`config.mk`:
```
export PLATFORM = sky130hd
export DESIGN_NAME = palette_colorizer
export DESIGN_NICKNAME = d
export VERILOG_FILES = /design/src/rtl/colorizer_pkg.sv /design/src/rtl/icon_priority_mux.sv /design/src/rtl/palette_colorizer.sv
export SDC_FILE = /design/constraint.sdc
export NUM_CORES = 1
export LEC_CHECK = 0
export ABC_AREA = 1
export BUFFER_PORTS_ARGS = -buffer_cell sky130_fd_sc_hd__buf_2
export CORE_ASPECT_RATIO = 1.2
export CORE_MARGIN = 3
export CORE_UTILIZATION = 42
export DETAILED_ROUTE_END_ITERATION = 10
export GPL_ROUTABILITY_DRIVEN = 0
export PLACE_DENSITY_LB_ADDON = 0.25
export SLEW_MARGIN = 0
export SYNTH_ARGS = -nofsm -noshare
export SYNTH_HDL_FRONTEND = slang
export SYNTH_HIERARCHICAL = 1
export SYNTH_SLANG_ARGS = --single-unit
```
`constraint.sdc`:
```
create_clock -name clk -period 2.2 [get_ports clk]
set_input_delay 0.66 -clock clk [delete_from_list [all_inputs] [get_ports clk]]
set_output_delay 0.66 -clock clk [all_outputs]
set_load 0.05 [all_outputs]
```
`src/rtl/colorizer_pkg.sv`:
```
// Shared colour constants, palette-write FSM states and the reset-default palette function
// for the palette colorizer.
package colorizer_pkg;

  localparam logic [7:0] BLACK = 8'h00;
  localparam logic [7:0] WHITE = 8'hFF;
  localparam logic [7:0] GREY  = 8'hDB;
  localparam logic [7:0] RED   = 8'hE0;
  localparam logic [7:0] GREEN = 8'h1C;

  typedef enum logic [0:0] {
    PAL_IDLE      = 1'b0,
    PAL_WAIT_DROP = 1'b1
  } pal_state_e;

  // Reset value of palette entry idx; callers truncate to their colour width.
  function automatic logic [31:0] default_entry(input int idx, input int color_w);
    logic [31:0] ones_v;
    ones_v = (color_w >= 32) ? 32'hFFFF_FFFF : ((32'd1 << color_w) - 32'd1);
    if (color_w == 8) begin
      case (idx)
        32'sd0:  default_entry = {24'h00_0000, WHITE};
        32'sd1:  default_entry = {24'h00_0000, BLACK};
        32'sd2:  default_entry = {24'h00_0000, RED};
        32'sd3:  default_entry = {24'h00_0000, GREY};
        default: default_entry = 32'h0000_0000;
      endcase
    end else begin
      default_entry = (idx == 32'sd0) ? ones_v : 32'h0000_0000;
    end
  endfunction

endpackage

```
`src/rtl/icon_priority_mux.sv`:
```
// Combinational icon layer select: lowest-index opaque, unsuppressed layer wins.
module icon_priority_mux
  import colorizer_pkg::*;
#(
  parameter int COLOR_W   = 8,
  parameter int NUM_ICONS = 2
) (
  input  logic [NUM_ICONS*COLOR_W-1:0] icon,
  input  logic [NUM_ICONS-1:0]         suppress,
  output logic [COLOR_W-1:0]           color,
  output logic                         hit
);

  logic take_s;

  // Walk from the lowest priority upward so layer 0 is written last and wins.
  always_comb begin
    color  = '0;
    hit    = 1'b0;
    take_s = 1'b0;
    for (int i = NUM_ICONS - 1; i >= 0; i--) begin
      take_s = (icon[i*COLOR_W +: COLOR_W] != '0) && !suppress[i];
      color  = take_s ? icon[i*COLOR_W +: COLOR_W] : color;
      hit    = hit | take_s;
    end
  end

endmodule

```
`src/rtl/palette_colorizer.sv`:
```
// Two-stage palette/icon pixel colorizer with a handshaked palette write port.
// Optional icon blinking is enabled by defining PALETTE_COLORIZER_BLINK_EN.
module palette_colorizer
  import colorizer_pkg::*;
#(
  parameter int COLOR_W      = 8,
  parameter int WORLD_W      = 2,
  parameter int NUM_ICONS    = 2,
  parameter int BLINK_FRAMES = 30
) (
  input  logic                         clk,
  input  logic                         reset_n,
  input  logic                         video_on,
  input  logic                         frame_tick,
  input  logic [WORLD_W-1:0]           world,
  input  logic [NUM_ICONS*COLOR_W-1:0] icon,
  input  logic [NUM_ICONS-1:0]         icon_blink,
  input  logic                         pal_req,
  input  logic [WORLD_W-1:0]           pal_addr,
  input  logic [COLOR_W-1:0]           pal_data,
  output logic                         pal_ack,
  output logic [COLOR_W-1:0]           color,
  output logic                         video_on_q
);

  localparam int PAL_DEPTH = 2 ** WORLD_W;

  logic [COLOR_W-1:0]   pal_r [PAL_DEPTH];
  pal_state_e           state_r;
  pal_state_e           state_nxt_s;
  logic                 commit_s;
  logic                 pal_ack_r;
  logic [NUM_ICONS-1:0] suppress_s;
  logic [COLOR_W-1:0]   mux_color_s;
  logic                 mux_hit_s;
  logic [COLOR_W-1:0]   pal1_r;
  logic [COLOR_W-1:0]   icon1_r;
  logic                 hit1_r;
  logic                 von1_r;
  logic [COLOR_W-1:0]   color_r;
  logic                 von2_r;

`ifdef PALETTE_COLORIZER_BLINK_EN
  localparam int CNT_W = (BLINK_FRAMES > 1) ? $clog2(BLINK_FRAMES) : 1;

  logic [CNT_W-1:0] frame_cnt_r;
  logic             blink_phase_r;

  // Frame counter: wraps every BLINK_FRAMES ticks and flips the blink phase.
  always_ff @(posedge clk) begin
    if (!reset_n) begin
      frame_cnt_r   <= '0;
      blink_phase_r <= 1'b0;
    end else if (frame_tick) begin
      if (frame_cnt_r == CNT_W'(BLINK_FRAMES - 1)) begin
        frame_cnt_r   <= '0;
        blink_phase_r <= ~blink_phase_r;
      end else begin
        frame_cnt_r <= frame_cnt_r + {{(CNT_W-1){1'b0}}, 1'b1};
      end
    end
  end

  assign suppress_s = blink_phase_r ? icon_blink : '0;
`else
  logic unused_blink_s;
  assign unused_blink_s = ^{icon_blink, frame_tick};
  assign suppress_s     = '0;
`endif

  // Write FSM: one commit per request; stays in WAIT_DROP until pal_req falls.
  always_comb begin
    state_nxt_s = state_r;
    commit_s    = 1'b0;
    case (state_r)
      PAL_IDLE: begin
        if (pal_req && !video_on) begin
          commit_s    = 1'b1;
          state_nxt_s = PAL_WAIT_DROP;
        end else begin
          state_nxt_s = PAL_IDLE;
        end
      end
      PAL_WAIT_DROP: begin
        if (!pal_req) begin
          state_nxt_s = PAL_IDLE;
        end else begin
          state_nxt_s = PAL_WAIT_DROP;
        end
      end
      default: state_nxt_s = PAL_IDLE;
    endcase
  end

  // Write FSM state and acknowledge pulse.
  always_ff @(posedge clk) begin
    if (!reset_n) begin
      state_r   <= PAL_IDLE;
      pal_ack_r <= 1'b0;
    end else begin
      state_r   <= state_nxt_s;
      pal_ack_r <= commit_s;
    end
  end

  // Palette storage; a read on the commit edge still sees the old entry.
  always_ff @(posedge clk) begin
    if (!reset_n) begin
      for (int i = 0; i < PAL_DEPTH; i++) begin
        pal_r[i] <= COLOR_W'(default_entry(i, COLOR_W));
      end
    end else if (commit_s) begin
      pal_r[pal_addr] <= pal_data;
    end
  end

  icon_priority_mux #(
    .COLOR_W   (COLOR_W),
    .NUM_ICONS (NUM_ICONS)
  ) u_icon_mux (
    .icon     (icon),
    .suppress (suppress_s),
    .color    (mux_color_s),
    .hit      (mux_hit_s)
  );

  // Stage 1: palette lookup and icon selection.
  always_ff @(posedge clk) begin
    if (!reset_n) begin
      pal1_r  <= '0;
      icon1_r <= '0;
      hit1_r  <= 1'b0;
      von1_r  <= 1'b0;
    end else begin
      pal1_r  <= pal_r[world];
      icon1_r <= mux_color_s;
      hit1_r  <= mux_hit_s;
      von1_r  <= video_on;
    end
  end

  // Stage 2: blank outside the active area, otherwise icon over palette.
  always_ff @(posedge clk) begin
    if (!reset_n) begin
      color_r <= '0;
      von2_r  <= 1'b0;
    end else begin
      color_r <= von1_r ? (hit1_r ? icon1_r : pal1_r) : '0;
      von2_r  <= von1_r;
    end
  end

  assign pal_ack    = pal_ack_r;
  assign color      = color_r;
  assign video_on_q = von2_r;

endmodule

```
# After elaboration in Yosys (flattened, before gate mapping)
# Memory sizes are Yosys's and may differ from the RTL's. A register that Yosys moved wholly into a read port is not among the register bits.
# Cells that the tools add are included.
[word_totals]
ff_bits = 21
ram_bits = 32
input_bits = 35
output_inout_bits = 10
elab_cells = 35
mem_count = 1
[classes]
n_mux = 18
n_bitwise = 2
reduce_logical = 7
[memory_table]
columns = ["name", "words", "width", "read_ports", "rd_clocked_by_memory_dff", "write_ports", "line", "text"]
rows = [
  ["pal_r", 4, 8, 1, 1, 4, "palette_colorizer.sv:28", "logic [COLOR_W-1:0] pal_r [PAL_DEPTH];"],
]
[op_table]
columns = ["operator", "n"]
rows = [
  ["$mux W8", 8],
  ["$reduce_bool A8 Y1", 2],
  ["$mux W1", 8],
  ["$reduce_or A8 Y1", 1],
  ["$logic_not A1 Y1", 2],
  ["$mux W2", 1],
  ["$pmux W1 S2", 1],
  ["$reduce_and A2 Y1", 1],
  ["$logic_and A1 B1 Y1", 1],
  ["$not A1 Y1", 1],
  ["$or A1 B1 Y1", 1],
]

# Longest topological paths before layout
# Gate-level depths: netlist of run 1.
[depth]
ltp_word = 9
depth_mapped = 8
mapped_depth_nobuf = 8

# Hierarchy
# Netlist of run 1, hierarchy kept.
[modules_own_cells]
columns = ["module", "instances", "cells_each", "area_each_um2", "seq_area_each_um2"]
rows = [
  ["palette_colorizer", 1, 261, 2441.1, 1541.5],
  ["icon_priority_mux", 1, 48, 212.7, 0.0],
]

# Worst setup path before layout of run 1
# OpenSTA, ideal clock, no wires.
[synth_path]
kind = "input port to flip-flop"
from = "input port video_on"
to = "memory pal_r[3][0] (enable)"
setup_time_ns = 0.384
arrival_time_ns = 1.449
required_time_ns = 1.816
path_slack_ns = 0.367
cell_stages = 3
path_buffers = 0
cell_sequence = "inv_1 nand3_2 o21ai_0"
[synth_lines]
columns = ["element", "line", "text"]
rows = [
  ["from (decl)", "palette_colorizer.sv:13", "input logic video_on,"],
  ["to (decl)", "palette_colorizer.sv:28", ""],
]

# Worst setup path in the final report of run 1
[layout_path]
from = "register von2_r (netlist: video_on_q)"
to = "output port video_on_q"
[layout_lines]
columns = ["element", "line", "text"]
rows = [
  ["from (decl)", "palette_colorizer.sv:41", "logic von2_r;"],
  ["from (signal assigned)", "palette_colorizer.sv:149", "von2_r <= von1_r;"],
  ["to (decl)", "palette_colorizer.sv:23", "output logic video_on_q"],
]
# No word-level cell between the ends.

==> results of run 1 <==
## path summary, 6_finish.rpt
check | startpoint | endpoint | slack, ns
setup / recovery | video_on_q | video_on_q | 0.66
hold / removal | icon1_r[3] | color[3] | 0.45
setup reg to reg | state_r | pal_r[0][4] | 0.85
hold reg to reg | icon1_r[3] | color[3] | 0.45
## Yosys cell counts
master / instances / area, µm²
nor2_4: 2 / 22.5
edfxtp_1: 32 / 961
a21oi_1: 17 / 85.1
nand2_1: 102 / 383
buf_6: 4 / 45.0
clkbuf_1: 1 / 3.75
o21ai_0: 2 / 10.0
buf_4: 2 / 15.0
inv_2: 2 / 7.51
o21ai_4: 1 / 16.3
conb_1: 1 / 3.75
inv_1: 43 / 161
dfxtp_1: 29 / 581
nand4_2: 2 / 25.0
inv_6: 1 / 8.76
nand4_1: 12 / 75.1
nand3_1: 22 / 110
buf_2: 3 / 15.0
nand3_2: 1 / 10.0
inv_4: 1 / 6.26
clkinv_1: 1 / 3.75
nor2_1: 28 / 105
## final cells by class
cell class,instances,area (µm²),share of cell area [%]
Tap cell,82,103,3.27
Sequential cell,61,1540,49.1
Clock buffer,11,131,4.19
Clock inverter,5,51.3,1.64
Timing Repair Buffer,48,258,8.22
Inverter,48,188,5.98
Multi-Input combinational cell,195,865,27.6
## power groups by stage
| stage | logic [mW] | registers, mW | clock network, mW |
|---|---|---|---|
| floorplan | 0.141 | 1.29 | 0 |
| global placement | 0.223 | 1.28 | 0 |
| detailed placement | 0.225 | 1.28 | 0 |
| CTS | 0.226 | 1.26 | 0.949 |
| global route | 0.253 | 1.26 | 1.01 |
| finish | 0.226 | 1.26 | 0.931 |
## flip-flops by register name (all words and copies together), names as in the netlist
register and count:
color 8, hit1_r 1, icon1_r 8, pal1_r 8, pal_ack 1, pal_r 32
state_r 1, video_on_q 1, von1_r 1
## cells by family (layout without fill, tap and decap cells)
| logic type | count (synthesis) | after routing | synth area share (%) |
|---|---|---|---|
| AND/OR/NAND/NOR | 169 | 169 | 27.5 |
| flip-flops | 61 | 61 | 58.1 |
| buffers and inverters | 58 | 112 | 10.0 |
| AO/OA/AOI/OAI | 20 | 20 | 4.20 |
| other | 1 | 6 | 0.141 |
## routing by layer
layer	GRT usage (%)	wire [µm]	vias to the layer above
li1	-	-	1080
met1	17.5	2150	917
met2	24.4	2690	72
met3	6.45	372	15
met4	9.77	149	0
met5	0	0	-
==> metrics.md, run 1 <==
| Metric | Value |
|---|---|
| Status | `finished, final reports clean` |
| PD cells | `770 nW/µm²` |
| Required time of the critical path | `1.54 ns` |
| DRT Pass-1 Iters | `4` |
| CP Cell Sequence | `buf_2` |
| Die Y | `93.1 µm` |
| IO Count | `45` |
| Psw | `about 0.58 mW` |
| Crit Path Max Fanout | `1` |
| Comb pwr share | `9.3%` |
| Max_cap viols | `0` |
| Final setup margin | `0.655 ns` |
| Initial antenna violation count | `0` |
| Inst Count DP | `434` |
| DR vias | `between 2000 and 2500` |
| 1st-iter DRT viols | `67` |
| Max Root-Sink Buffers | `2` |
| Avg Inst Size Synth | `8.59 µm²` |
| Final min period | `1.54 ns` |
| Initial core utilization | `a little over two fifths` |
| Worst hold slack | `0.448 ns` |
| Synth Warn # | `6` |
| All-layer global routing usage | `15.6%` |
| Fmax achieved | `647 MHz` |
| Clk_lat worst skew | `0.34 ns` |
| Dpl hpwl | `3.73 mm` |
| Min-delay worst type | `reg -> reg` |
| Hold Violations, Final | `0` |
| Crit Path Class | `reg -> out` |
| P_int | `between 1.5 and 2 mW` |
| Most common cell after layout, fill and taps aside | `nand2_1` |
| Final Cycle Share | `70.2%` |
| Pleak | `1.50 nW` |
| H-tree Lvls | `3` |
| Core ar. | `6090 µm²` |
| CP peak stage delay | `0.30 ns` |
| Max stage delay cell, worst path | `dfxtp_1` |
| Final setup vio count | `0` |
| Grt total ovfl | `0` |
| Max Slew Vio Count | `0` |
| Synth Register Bits | `61` |
| Port Buffers | `41` |
| # clock sinks | `61` |
| Vias in the first global route | `approximately 1800` |
| Part of the power in the clock network | `between 30% and 40%` |
| Post-Layout Cell Count | `450` |
| Worst Skew | `0.0105 ns` |
| Sw Share | `24.1%` |
| Fin util | `51.5%` |
| Peak supply drop | `0.515 mV` |
| Share of cells above drive strength 1 | `about a fifth` |
| Syn Std Cell Area | `2650 µm²` |
| # DRC | `0` |
| Sequential share of power | `52.1%` |
| Top Family by Delay on Critical Path | `flip-flops` |
| Dpl ws | `0.346 ns` |
| WP depth | `1` |
| Die Width | `78.6 µm` |
| Hold depth | `2` |
| Routed Antenna Nets | `0` |
| Worst Setup Start Kind | `register` |
| Design area | `approximately 3100 µm²` |
| Root Buffer | `clkbuf_8` |
| # resized after CTS | `0` |
| Dpl cell area | `~3000 µm²` |
| FF-to-FF path depth | `5` |
| Clock-pin slew on the worst setup and hold paths | `0.06 ns` |
| Drt total wl | `5.36 mm` |
| Hold Buf Count CTS | `0` |
| Unrepaired setup endpoints after global routing | `false` |
| Net count, final | `398` |
| Cells after synthesis | `309` |
| Wire per inst | `approximately 12 µm` |
| First-pass GRT wire length | `8.34 mm` |
| CTS tree | `yes` |
| Pwr Total | `2.42 mW` |
| Maximum number of pins on one net before global-route repair | `20` |
| Area delta synth->final | `18.2%` |
| Post-synth cell types | `22` |
| Row Count | `31` |
| Most frequent cells in the layout | `nand2_1, inv_1, buf_2` |
| Vias per inst | `4.63` |
| Post-CTS setup buffer count | `0` |
| CP endpoint kind | `primary output` |
| Worst Path Arrival | `about 0.88 ns` |
| CTS buffer count | `9` |
| Sequential share of the synthesized area | `58.1%` |
| Fillers | `between 500 and 600` |
| CP bufs+invs | `1` |
| Die Footprint | `approximately 7300 µm²` |
| Total negative slack | `0 ns` |
| Diode count | `0` |
Note: power is estimated with default switching activity, not from simulation.
==> run 2, diff against run 1 <==
==> constraint.sdc (replaced) <==
create_clock -name clk -period 1.47 [get_ports clk]
set_input_delay 0.441 -clock clk [delete_from_list [all_inputs] [get_ports clk]]
set_output_delay 0.441 -clock clk [all_outputs]
set_load 0.05 [all_outputs]
==> run 2 against run 1 <==
Net effect: power increased by 58%; register-to-register slack got worse by 0.62 ns; flip-flop and latch count unchanged; non-clock buffer count increased by 7; count of clock-buffer cells in the layout increased by 4; clock skew decreased by 0.0039 ns; utilization increased by 2.2 points; final cell count increased by 1.6%; global-route usage decreased by 0.69 points; first-iteration DRC count increased by 25%; combinational power increased by 61%.
==> metrics.md, run 2 (synthesis gave the netlist of run 1 again) <==
| Metric | Value |
|---|---|
| # clock sinks | `61 (unchanged)` |
| Worst R2R End | `pal_r[0][1]` |
| H-tree Lvls | `3 (unchanged)` |
| Setup crit end | `color[3]` |
| Multi-input gate area | `865 µm² (unchanged)` |
| Final setup vio count | `0 (unchanged)` |
| CTS tree | `yes` |
| CP peak stage delay | `0.30 ns (about the same)` |
| Die Width | `78.6 µm (unchanged)` |
| Grt total ovfl | `0 (unchanged)` |
| Drt total wl | `5.10 mm (-4.7%)` |
| Crit Path Max Fanout | `1 (unchanged)` |
| Initial core utilization | `43.6% (unchanged)` |
| Wire per inst | `11.2 µm (-6.2%)` |
| Vias in the first global route | `1874 (+2.0%)` |
| RR Startpoint | `state_r` |
| First-pass GRT wire length | `8.18 mm (-1.9%)` |
| Diode count | `0 (unchanged)` |
| FF-to-FF path depth | `6 (+1)` |
| Initial antenna violation count | `0 (unchanged)` |
| DR vias | `2070 (-0.67%)` |
| Crit path from | `color[3]` |
| Net count, final | `405 (+1.8%)` |
| Max Slew Vio Count | `0 (unchanged)` |
| IO Count | `45 (unchanged)` |
| Biggest register | `pal_r` |
| Maximum number of pins on one net before global-route repair | `18 (-10%)` |
| Final Cycle Share | `89.6%` |
| Port Buffers | `41 (unchanged)` |
| # DRC | `0 (unchanged)` |
| Clk_lat worst skew | `0.32 ns (-0.02 ns)` |
| Top Family by Delay on Critical Path | `flip-flops` |
| Hold Buf Count CTS | `0 (unchanged)` |
| Crit Path Class | `reg -> out` |
| Max_cap viols | `0 (unchanged)` |
| FF+latch area | `1540 µm² (unchanged)` |
| Worst Hold Launch | `pal_req` |
| Core ar. | `6090 µm² (unchanged)` |
| Fmax achieved | `roughly 760 MHz` |
| CP endpoint kind | `primary output` |
| WP depth | `1 (unchanged)` |
| Max stage delay cell, worst path | `dfxtp_1` |
| Hold Violations, Final | `0 (unchanged)` |
| Clock-pin slew on the worst setup and hold paths | `0.07 ns (about the same)` |
| Routed Antenna Nets | `0 (unchanged)` |
| Die Footprint | `7310 µm² (unchanged)` |
| Max Root-Sink Buffers | `2 (unchanged)` |
| Pwr Total | `3.81 mW (+58%)` |
| 1st-iter DRT viols | `84 (+25%)` |
| All-layer global routing usage | `14.9% (-0.69 points)` |
| CP Cell Sequence | `buf_2` |
| Worst Path Arrival | `0.88 ns (about the same)` |
| # resized after CTS | `0 (unchanged)` |
| Post-CTS setup buffer count | `0 (unchanged)` |
| Most common cell after layout, fill and taps aside | `nand2_1` |
| CTS buffer count | `9 (unchanged)` |
| FF-to-FF setup slack | `0.23 ns (-0.62 ns)` |
| Worst Skew | `0.00657 ns (-0.00390 ns)` |
| Area delta synth->final | `23.2%` |
| Worst Setup Start Kind | `register` |
| Fillers | `598 (+2.0%)` |
| PD cells | `1160 nW/µm² (+51%)` |
| Required time of the critical path | `1.03 ns (-0.51 ns)` |
| Final min period | `~1.3 ns` |
| Die Y | `93.1 µm (unchanged)` |
| Row Count | `31 (unchanged)` |
| Total negative slack | `0 ns (unchanged)` |
| Root Buffer | `clkbuf_8` |
| CP bufs+invs | `1 (unchanged)` |
| Pleak | `1.57 nW (+4.8%)` |
| Min-delay worst type | `in -> reg` |
| Dpl hpwl | `3.75 mm (+0.38%)` |
| Status | `finished, final reports clean` |
| Peak supply drop | `0.740 mV (+44%)` |
| Unrepaired setup endpoints after global routing | `false` |
| DRT Pass-1 Iters | `6 (+2)` |
| Most frequent cells in the layout | `nand2_1, inv_1, buf_2` |
| Share of cells above drive strength 1 | `21.1% (+1.8 points)` |
| Max FFs per register | `32 (unchanged)` |
| Vias per inst | `4.53 (-2.2%)` |
run 2: cell types whose count changed in the layout (fill, tap and decap cells not counted), sizes merged:
cell      previous run  this run
buf                 48        55
bufinv               1         0
clkbuf              11        15
clkinv               4         2
clkinvlp             1         0
run 2: routing by layer:
layer / track usage, % / vias to the layer above / part of all wire (%)
met4: 7.43 / 0 / 1.4
li1: - / 1094 / -
met1: 17.2 / 924 / 41
met2: 25.3 / 44 / 52
met5: 0 / - / 0
met3: 4.05 / 8 / 5.1
run 2: where the power goes:
part | internal [mW] | switching [mW] | leakage [nW]
combinational | 0.133 | 0.230 | 0.936
clock | 0.966 | 0.597 | 0.115
sequential | 1.86 | 0.0205 | 0.523
total | 2.96 | 0.847 | 1.57
run 2: worst min path at each step:
stage | to | slack, ns | depth (start not counted)
floorplan | color[3] | 0.42 | 2
global placement | color[4] | 0.44 | 2
detailed placement | color[1] | 0.44 | 2
CTS | state_r | 0.35 | 3
global route | state_r | 0.37 | 3
finish | state_r | 0.37 | 3
run 2: layout make-up:
cell class / instances / share of cell area, %
flip-flops and latches: 61 / 47.1
multi-input cells: 195 / 26.4
repair buffers: 55 / 10.6
clock buffers: 15 / 6.74
inverters: 48 / 5.74
well taps: 82 / 3.14
clock inverters: 1 / 0.153
run 2: stage by stage:
| stage | utilization (%) | std cells | setup WS [ns] | area (µm²) | hold slack, ns |
|---|---|---|---|---|---|
| finish | 53.7 | 457 | 0.153 | 3270 | 0.368 |
| CTS | 53.7 | 457 | 0.128 | 3270 | 0.352 |
| floorplan | - | 314 | 0.0341 | 2670 | 0.422 |
| global route | 53.7 | 457 | 0.106 | 3270 | 0.373 |
| detailed placement | 50.0 | 441 | 0.00768 | 3040 | 0.436 |
| global placement | 50.0 | 441 | 0.0205 | 3040 | 0.439 |
